==> src/rtl/imem_load_ctrl_pkg.sv <==
// Shared types and constants for the instruction-memory program loader.
// State and error encodings live here so the loader and its users agree on them.
package imem_load_ctrl_pkg;

   typedef enum logic [2:0] {
      ST_IDLE   = 3'd0,
      ST_CHECK  = 3'd1,
      ST_RECV   = 3'd2,
      ST_WRITE  = 3'd3,
      ST_VERIFY = 3'd4,
      ST_DONE   = 3'd5,
      ST_ERROR  = 3'd6
   } state_t;

   typedef enum logic [1:0] {
      ERR_NONE    = 2'd0,
      ERR_RANGE   = 2'd1,
      ERR_VERIFY  = 2'd2,
      ERR_TIMEOUT = 2'd3
   } err_t;

   localparam logic [31:0] NOP_INSTR = 32'h0000_0013;

   // Misaligned base, or last word past the end of imem; the sum is wide enough never to wrap.
   function automatic logic range_bad(input logic [31:0] base,
                                      input logic [15:0] count,
                                      input logic [30:0] limit);
      logic [30:0] end_word;
      end_word = {1'b0, base[31:2]} + {15'd0, count};
      return (base[1:0] != 2'b00) || (end_word > limit);
   endfunction

endpackage

==> src/rtl/imem_byte_packer.sv <==
// Packs a byte stream little-endian into 32-bit words; word_valid marks the 4th byte.
module imem_byte_packer (
   input  logic        clk,
   input  logic        reset_n,
   input  logic        clear,
   input  logic        accept,
   input  logic [7:0]  byte_data,
   output logic [31:0] word,
   output logic        word_valid
);

   logic [1:0]  idx_q;
   logic [31:0] word_q;

   // Shifting in from the top leaves the first byte in [7:0] after four accepts.
   always_ff @(posedge clk or negedge reset_n) begin
      if (!reset_n) begin
         idx_q  <= '0;
         word_q <= '0;
      end else if (clear) begin
         idx_q  <= '0;
      end else if (accept) begin
         idx_q  <= idx_q + 2'd1;
         word_q <= {byte_data, word_q[31:8]};
      end
   end

   assign word       = word_q;
   assign word_valid = accept && (idx_q == 2'd3);

endmodule

==> src/rtl/imem_load_ctrl.sv <==
// Program loader: packs streamed bytes into words, writes them through the imem
// debug port, optionally reads each back, and holds the core for the whole load.
module imem_load_ctrl
   import imem_load_ctrl_pkg::*;
#(
   parameter int unsigned MEM_WORDS   = 1024,
   parameter bit          VERIFY_EN   = 1'b1,
   parameter int unsigned TIMEOUT_CYC = 65535
) (
   input  logic        clk,
   input  logic        reset_n,
   input  logic        start,
   input  logic        abort,
   input  logic [31:0] base_addr,
   input  logic [15:0] word_count,
   input  logic        byte_valid,
   input  logic [7:0]  byte_data,
   output logic        byte_ready,
   output logic        dbg_en,
   output logic [31:0] dbg_addr,
   output logic [31:0] dbg_wdata,
   output logic        dbg_we,
   input  logic [31:0] dbg_rdata,
   output logic        core_hold,
   output logic        busy,
   output logic        done,
   output logic        error,
   output logic [1:0]  err_code,
   output logic [15:0] words_loaded
);

   localparam logic [15:0] IDLE_LAST = 16'(TIMEOUT_CYC - 1);
   localparam logic [30:0] MEM_LIMIT = 31'(MEM_WORDS);

   state_t      state_q, state_d;
   err_t        err_q, err_d;
   logic [31:0] base_q, addr_q;
   logic [15:0] count_q, loaded_q, idle_q;
   logic        is_busy, accept, take_start, advance, load_addr;
   logic        word_valid;
   logic [31:0] word;

   assign is_busy    = state_q inside {ST_CHECK, ST_RECV, ST_WRITE, ST_VERIFY};
   assign accept     = byte_valid && (state_q == ST_RECV);
   assign take_start = start && !is_busy;

   imem_byte_packer u_packer (
      .clk        (clk),
      .reset_n    (reset_n),
      .clear      (take_start),
      .accept     (accept),
      .byte_data  (byte_data),
      .word       (word),
      .word_valid (word_valid)
   );

   always_ff @(posedge clk or negedge reset_n) begin
      if (!reset_n) state_q <= ST_IDLE;
      else          state_q <= state_d;
   end

   always_comb begin
      state_d   = state_q;
      err_d     = err_q;
      advance   = 1'b0;
      load_addr = 1'b0;
      unique case (state_q)
         ST_CHECK: begin
            if (range_bad(base_q, count_q, MEM_LIMIT)) begin
               state_d = ST_ERROR;
               err_d   = ERR_RANGE;
            end else if (count_q == '0) begin
               state_d = ST_DONE;
            end else begin
               state_d   = ST_RECV;
               load_addr = 1'b1;
            end
         end
         ST_RECV: begin
            if (word_valid) begin
               state_d = ST_WRITE;
            end else if (!accept && (idle_q == IDLE_LAST)) begin
               state_d = ST_ERROR;
               err_d   = ERR_TIMEOUT;
            end
         end
         ST_WRITE: begin
            if (VERIFY_EN) state_d = ST_VERIFY;
            else           advance = 1'b1;
         end
         ST_VERIFY: begin
            if (dbg_rdata != word) begin
               state_d = ST_ERROR;
               err_d   = ERR_VERIFY;
            end else begin
               advance = 1'b1;
            end
         end
         default: ;
      endcase

      if (advance) state_d = (16'(loaded_q + 16'd1) == count_q) ? ST_DONE : ST_RECV;

      // Abort outranks everything while busy; once idle/finished, start outranks abort.
      if (is_busy && abort) begin
         state_d   = ST_ERROR;
         err_d     = ERR_TIMEOUT;
         advance   = 1'b0;
         load_addr = 1'b0;
      end else if (take_start) begin
         state_d = ST_CHECK;
         err_d   = ERR_NONE;
      end else if (abort && (state_q != ST_IDLE)) begin
         state_d = ST_ERROR;
         err_d   = ERR_TIMEOUT;
      end
   end

   always_ff @(posedge clk or negedge reset_n) begin
      if (!reset_n) begin
         err_q    <= ERR_NONE;
         base_q   <= '0;
         addr_q   <= '0;
         count_q  <= '0;
         loaded_q <= '0;
         idle_q   <= '0;
      end else begin
         err_q <= err_d;
         if ((state_q != ST_RECV) || accept) idle_q <= '0;
         else                                idle_q <= idle_q + 16'd1;
         if (take_start) begin
            base_q   <= base_addr;
            count_q  <= word_count;
            loaded_q <= '0;
         end
         if (load_addr) addr_q <= base_q;
         if (advance) begin
            loaded_q <= loaded_q + 16'd1;
            addr_q   <= addr_q + 32'd4;
         end
      end
   end

   assign byte_ready   = (state_q == ST_RECV);
   assign dbg_en       = (state_q == ST_WRITE) || (state_q == ST_VERIFY);
   assign dbg_we       = (state_q == ST_WRITE);
   assign dbg_wdata    = (state_q == ST_WRITE) ? word : '0;
   assign dbg_addr     = addr_q;
   assign core_hold    = is_busy;
   assign busy         = is_busy;
   assign done         = (state_q == ST_DONE);
   assign error        = (state_q == ST_ERROR);
   assign err_code     = err_q;
   assign words_loaded = loaded_q;

endmodule

==> config.mk <==
export PLATFORM = sky130hd
export DESIGN_NAME = imem_load_ctrl
export DESIGN_NICKNAME = d
export VERILOG_FILES = /design/src/rtl/imem_load_ctrl_pkg.sv /design/src/rtl/imem_byte_packer.sv /design/src/rtl/imem_load_ctrl.sv
export SDC_FILE = /design/constraint.sdc
export NUM_CORES = 1
export LEC_CHECK = 0
export BUFFER_PORTS_ARGS = -buffer_cell sky130_fd_sc_hd__buf_2
export CAP_MARGIN = 20
export CELL_PAD_IN_SITES_DETAIL_PLACEMENT = 1
export CELL_PAD_IN_SITES_GLOBAL_PLACEMENT = 1
export CORE_UTILIZATION = 40
export DETAILED_ROUTE_END_ITERATION = 7
export PLACE_DENSITY_LB_ADDON = 0.1
export SETUP_SLACK_MARGIN = 0.4
export SLEW_MARGIN = 20
export SYNTH_ARGS = -nofsm -noshare
export SYNTH_HDL_FRONTEND = slang
export SYNTH_SLANG_ARGS = --single-unit
==> constraint.sdc <==
create_clock -name clk -period 5.4 [get_ports clk]
set_input_delay 0.27 -clock clk [delete_from_list [all_inputs] [get_ports clk]]
set_output_delay 0.27 -clock clk [all_outputs]
set_load 0.1 [all_outputs]
==> qor.yml, run 1 <==
finalSetupTns_ns: 0
synth_flop_cell: "dfrtp_1"
remaining_drc_errors: 0
tightest_slew_ns: 0.922
cp_data_arrival_time_ns: 4.28
drtAntennaViolNets: 0
cts_buffers: 17
post-dp-hpwl_um: 22700
cp_cell_sequence: "ha_1 > fa_1 > xor2_1 > a2111oi_0 > o211ai_1 > nor3_1 > nand3_1 > o31ai_1 > nand4_1 > nor4_4 > buf_4 > and3b_1 > a311o_1"
grt_usage_pct: 26.3
io_buffers: 181
core_area_um2: 22800
critPathCaptureType: "flop"
leakage_nw: 5.42
seq_area_frac_synth_pct: 40.1
root_buffer: "clkbuf_16"
grt_first_pass_wirelength_um: 49900
worstPathRequired_ns: 5.72
place_ws_ns: 1.47
fin_ws_ns: 1.44
drv_cap: 0
slew_headroom_pct: 38.6
clkLatencyLatePin_ns: 0.43
syn_nets: 1272
io_pins: 182
dr.pass1.iters: 4
grt_max_degree: 69
cts.sinks: 151
initial_core_util_pct: 41.2
cts-htree-levels: 4
antenna_found_initial: 1
setup_violations: 0
pwr_density_cell_nw_per_um2: 540
grt-ovfl-total: 0
cp_slowest_cell: "a2111oi_0"
dieArea_um2: 24200
synth_warnings: 0
critPathMaxFanout: 29
finClkSkew_ns: 0.0104
grt_pass1_vias: 9330
synth-seq-cells: 151
avgSynthCellArea_um2: 8.14
netlist_area_um2: 9420
maxClockFrequency_mhz: 252
fin_crit_ns: 3.96
post_cts_buffers: 0
synth_edf_count: 0
rows: 55
routed_wl_um: 30400
die_h_um: 155
rsz0062_at_grt: "false"
syn_to_final_growth_pct: 18.8
min_period_over_period_pct: 73.4
layout-drive-gt1-share_pct: 18.9
clk_pin_slew_ns: 0.07
place_congestion: 0.909
critPathKind: "reg2reg"
clockBufferDepth: 2
die_x_um: 155
tritoncts: "done"
outcome: "completed"
finalHoldViolCount: 0
cp-start-kind: "flop"
drt-vias-per-instance: 5.46
via_count: 8942
postSynth.asyncResetShare_pct: 100
vdd_ir_drop_max_v: 0.000612
hold_path_class: "in2reg"
wl_per_cell_um: 18.5
drv_slew: 0
syn_inst: 1157
drt-initial-drc-count: 404
nNetsFinal: 1428
ys_types: 74
critPathMaxStageDelay_ns: 0.54
final_util_pct: 49.0
-- cell families (layout without fill, tap and decap cells) --
family,count (synthesis),in the layout,synth area share (%)
other,0,1,0
xor gates and xnor gates,74,74,6.88
and+or+nand+nor,641,641,32.3
muxes,21,21,2.30
buffers and inverters,71,239,3.31
DFF,151,151,40.1
adders and majority gates,22,22,3.00
AOI/OAI and AO/OA,177,177,12.2
-- final cells by class --
type / count / area, µm²
Inverter: 16 / 60.1
Clock buffer: 18 / 439
Fill cell: 2794 / 11700
Sequential cell: 151 / 3780
Antenna cell: 1 / 2.50
Tap cell: 313 / 392
Multi-Input combinational cell: 935 / 5360
Clock inverter: 13 / 169
Timing Repair Buffer: 192 / 997
-- placed cells by master, fill, tap and decap left out, types with 18 or more instances in the layout --
cell | Yosys | routed
nand2_1 | 322 | 322
buf_2 | 14 | 180
dfrtp_1 | 151 | 151
o21ai_0 | 72 | 72
nor2_1 | 70 | 70
xor2_1 | 51 | 51
nand3_1 | 50 | 50
and2_1 | 47 | 47
a21oi_1 | 31 | 31
xnor2_1 | 23 | 23
nand4_1 | 23 | 23
and3_1 | 21 | 21
ha_1 | 21 | 21
or3_1 | 18 | 18
nor3_1 | 18 | 18
-- state kept, by name, indices dropped and copies added, names as in the netlist --
| name | flops |
|---|---|
| base_q | 32 |
| dbg_addr | 32 |
| u_packer.word | 32 |
| count_q | 16 |
| idle_q | 16 |
| words_loaded | 16 |
| state_q | 3 |
| err_code | 2 |
| u_packer.idx_q | 2 |
-- what timing repair did --
action / CTS / global route
hold endpoints to repair: 39 / 0
resized for setup: 0 / 0
hold buffers: 1 / 0
-- worst max-delay path: cells and delay by family (launching register included) --
| kind | cells | cell delay, ns |
|---|---|---|
| AOI/OAI and AO/OA | 4 | 1.19 |
| xor gates and xnor gates | 1 | 0.16 |
| adders and majority gates | 2 | 0.65 |
| buffers and inverters | 1 | 0.39 |
| DFF | 1 | 0.42 |
| and+or+nand+nor | 5 | 1.02 |
-- power breakdown --
part           leakage, nW  switching (mW)  internal, mW
logic                 3.15            1.96         0.874
clock network        0.291           0.513         0.743
registers             1.98           0.518          1.44
-- per-layer routing --
metal / up-vias / track usage, % / wire, µm
met3: 40 / 3.96 / 1010
li1: 4300 / - / -
met4: 0 / 7.80 / 540
met5: - / 0 / 0
met2: 164 / 42.6 / 14400
met1: 4438 / 36.2 / 14400
-- cell usage after synthesis (3+ instances only) --
library cell | n | area, µm²
a2111oi_0 | 3 | 26.3
a211oi_1 | 3 | 22.5
a21oi_1 | 31 | 155
a311o_1 | 6 | 60.1
a31oi_1 | 6 | 37.5
and2_1 | 47 | 294
and3_1 | 21 | 131
and4_1 | 5 | 43.8
buf_2 | 14 | 70.1
buf_4 | 3 | 22.5
clkbuf_1 | 35 | 131
dfrtp_1 | 151 | 3780
ha_1 | 21 | 263
inv_1 | 16 | 60.1
mux2_2 | 5 | 56.3
mux2i_1 | 16 | 160
nand2_1 | 322 | 1210
nand2b_1 | 8 | 50.1
nand3_1 | 50 | 250
nand3b_1 | 5 | 37.5
nand4_1 | 23 | 144
nor2_1 | 70 | 263
nor2b_1 | 11 | 68.8
nor3_1 | 18 | 90.1
nor3b_1 | 4 | 30.0
nor4_1 | 18 | 113
o211ai_1 | 7 | 52.6
o21a_1 | 6 | 45.0
o21ai_0 | 72 | 360
o22ai_1 | 3 | 18.8
o31ai_1 | 11 | 82.6
or2_2 | 5 | 31.3
or3_1 | 18 | 113
xnor2_1 | 23 | 201
xor2_1 | 51 | 447
-- per-stage QoR --
stage,total power [mW],cell area [µm²],cells,hold slack (ns)
2_1_floorplan,4.00,9420,1157,-0.0256
3_3_place_gp,4.73,10600,1606,0.215
3_5_place_dp,4.78,10600,1606,0.218
4_1_cts,6.07,11200,1638,0.00833
5_1_grt,6.46,11200,1639,0.0169
6_report,6.04,11200,1639,0.0209
-- worst paths after layout --
check / endpoint / slack [ns] / cells past startpoint / start
setup / recovery: dbg_addr[4] / 1.44 / 13 / count_q[0]
hold / removal: u_packer.word[27] / 0.02 / 3 / byte_data[3]
setup reg to reg: dbg_addr[4] / 1.44 / 13 / count_q[0]
hold reg to reg: base_q[1] / 0.51 / 2 / base_q[1]
max in group asynchronous: idle_q[14] / 3.77 / 3 / reset_n
min in group asynchronous: dbg_addr[23] / 0.33 / 2 / reset_n
Note: power is estimated with default switching activity, not from simulation.
==> inputs of run 2 (changes only) <==
Settings changed: ABC_AREA from default to 1.
Clock period 5.4 ns to 3.9 ns, I/O delays scaled along.
==> qor.yml, run 2 <==
synth-seq-cells: 151  # unchanged
fin_crit_ns: 3.40  # -0.565 ns
grt_max_degree: 95  # +38%
fill_cells: 3124  # +12%
final_common_cell: "nand2_1"
syn_to_final_growth_pct: 24.5
slew_headroom_pct: 37.9  # -0.69 points
setup_violations: 0  # unchanged
worstHoldStart: "base_addr[17]"
drtAntennaViolNets: 0  # unchanged
synth_edf_count: 0  # unchanged
drt-initial-drc-count: 450  # +11%
seq_area_frac_synth_pct: 39.2  # -0.90 points
post-dp-hpwl_um: 25900  # +14%
netlist.area_leader.share_pct: 39.2  # -0.90 points
vdd_ir_drop_max_v: 0.000428  # -30%
grt_use_met3_pct: 5.81  # +1.9 points
via_count: 10200  # +14%
grt_first_pass_wirelength_um: 54800  # +9.7%
grt_pass1_vias: 10500  # +13%
cp_data_arrival_time_ns: 3.75  # -0.53 ns
top_usage_layer: "met2"
totalPowerFinal_mw: 8.70  # +44%
min_period_over_period_pct: 87.1  # +14 points
die_h_um: 157  # +1.1%
cts-htree-levels: 4  # unchanged
maxClockFrequency_mhz: 294  # +17%
rows: 56  # +1.8%
critPathKind: "reg2reg"
layout_common_cells: "nand2_1, inv_1, buf_2"
worstPathRequired_ns: 4.25  # -1.47 ns
ys_types: 48  # -35%
antenna_found_initial: 1  # unchanged
drv_cap: 0  # unchanged
nNetsFinal: 1735  # +21%
root_buffer: "clkbuf_16"
io_pins: 182  # unchanged
finalSetupTns_ns: 0  # unchanged
place_congestion: 0.906  # -0.25%
multi_input_area_um2: 5060  # -5.6%
clk_pin_slew_ns: 0.07  # about the same
synth_area_leaders: "dfrtp_1, nand2_1, inv_1"
pwr_density_cell_nw_per_um2: 725  # +34%
routed_wl_um: 34900  # +15%
finClkSkew_ns: 0.0136  # +0.00322 ns
critPathMaxFanout: 8  # -72%
synth_flop_cell: "dfrtp_1"
clkLatencyLatePin_ns: 0.44  # about the same
synth_warnings: 0  # unchanged
ys_top_cells_by_count: "nand2_1, inv_1, nor2_1, dfrtp_1, o21ai_0"
cts_buffers: 17  # unchanged
core_area_um2: 23500  # +3.0%
tightest_slew_ns: 0.932  # +0.0104 ns
rsz0062_at_grt: "true"
wl_per_cell_um: 17.9  # -3.4%
die_x_um: 157  # +1.1%
critPathCaptureType: "flop"
grt-ovfl-total: 0  # unchanged
post-synth-top-count-cell: "nand2_1"
tritoncts: "done"
hold_path_class: "in2reg"
met1_usage_pct: 37.2  # +1.1 points
finalHoldViolCount: 0  # unchanged
layout-drive-gt1-share_pct: 17.0  # -1.9 points
avgSynthCellArea_um2: 6.92  # -15%
antenna_cells: 0  # -1
drt-vias-per-instance: 5.21  # -4.5%
startpoint: "base_q[2]"
leakage_nw: 6.11  # +13%
dieArea_um2: 24700  # +2.3%
syn_inst: 1393  # +20%
io_buffers: 181  # unchanged
outcome: "completed"
grt_usage_pct: 28.9  # +2.6 points
grtUsageMet2_pct: 48.5  # +5.9 points
regArea_um2: 3780  # unchanged
cts.sinks: 151  # unchanged
initial_core_util_pct: 40.9  # -0.30 points
r2r-start: "base_q[2]"
clockBufferDepth: 2  # unchanged
dr.pass1.iters: 5  # +1
netlist_area_um2: 9640  # +2.3%
syn_nets: 1508  # +19%
yosys.area.top_type: "dfrtp_1"
postSynth.asyncResetShare_pct: 100  # unchanged
remaining_drc_errors: 0  # unchanged
drv_slew: 0  # unchanged
cp-start-kind: "flop"
run 2: cell types whose count changed in the layout (fill, tap and decap cells not counted), sizes merged, moves of 11 or more:
cell | previous run | this run
or3 | 18 | 1
xor2 | 51 | 20
nand3 | 51 | 99
inv | 20 | 201
and3 | 21 | 2
dlygate4sd3 | 1 | 41
nor2b | 11 | 0
nor3 | 18 | 40
and2 | 48 | 3
nand2 | 322 | 421
nor4 | 21 | 9
nor2 | 71 | 162
o22ai | 3 | 14
o21ai | 73 | 101
run 2: layer usage:
| layer | up-vias | share of wire (%) |
|---|---|---|
| met2 | 222 | 49 |
| met1 | 4959 | 45 |
| met4 | 2 | 2.2 |
| li1 | 4931 | - |
| met3 | 56 | 4.4 |
| met5 | - | 0.032 |
run 2: cell families after synthesis:
kind of cell	after synthesis	share of synthesized area, %
fa+ha+maj	22	2.93
buf+inv	226	8.97
compound gates	173	9.87
simple gates	779	35.1
flops	151	39.2
mux	7	0.727
xor+xnor	35	3.18
run 2: power by group:
| group | switching (mW) | total (mW) | leakage [nW] | internal, mW |
|---|---|---|---|---|
| clock | 0.766 | 1.70 | 0.290 | 0.934 |
| combinational | 3.23 | 4.47 | 3.86 | 1.25 |
| sequential | 0.519 | 2.53 | 1.96 | 2.01 |
run 2: layout make-up:
| class | count | area share (%) |
|---|---|---|
| Multi-Input combinational cell | 1018 | 42.1 |
| Sequential cell | 151 | 31.5 |
| Timing Repair Buffer | 233 | 11.8 |
| Inverter | 198 | 6.28 |
| Clock buffer | 19 | 3.77 |
| Tap cell | 319 | 3.33 |
| Clock inverter | 13 | 1.15 |
| Timing Repair inverter | 1 | 0.0521 |
run 2: worst paths after layout:
kind	depth (start not counted)	slack, ns	end
worst max register to register	19	0.50	dbg_addr[14]
min in group asynchronous	2	0.42	words_loaded[12]
worst min-delay path	3	0.01	base_q[17]
worst max-delay path	19	0.50	dbg_addr[14]
worst min register to register	2	0.47	dbg_addr[1]
max in group asynchronous	3	2.57	base_q[7]
run 2: stage by stage:
| step | setup WS (ns) | std cells | hold WS (ns) | utilization (%) | area (µm²) |
|---|---|---|---|---|---|
| 2_1_floorplan | 0.372 | 1393 | -0.101 | - | 9640 |
| 3_3_place_gp | 0.518 | 1873 | 0.371 | 46.3 | 10900 |
| 3_5_place_dp | 0.448 | 1873 | 0.372 | 46.3 | 10900 |
| 4_1_cts | 0.416 | 1946 | 0.00600 | 50.6 | 11900 |
| 5_1_grt | 0.334 | 1952 | 0.0114 | 51.0 | 12000 |
| 6_report | 0.501 | 1952 | 0.0105 | 51.0 | 12000 |
run 2: worst max-delay path, stage by stage, from the launching register on:
cell and delay [ns]:
dfrtp_1 0.42, ha_1 0.26, fa_1 0.40, nand2_2 0.11, nand2_2 0.09, nand3_2 0.11, nand2_2 0.10, nand2_1 0.07
nand2_1 0.04, nor2_1 0.10, nand2_1 0.07, o21ai_1 0.19, nand3_1 0.18, nor3_4 0.28, nand2_2 0.11, nor2_2 0.16
nand3_4 0.22, inv_8 0.15, nand2_1 0.11, o211ai_1 0.12
run 2: timing repair:
item,4_1_cts,5_1_grt
hold endpoints to repair,133,0
hold buffers,41,0
setup buffers,0,3
resized for setup,0,13
endpoints found under the setup margin,0,30
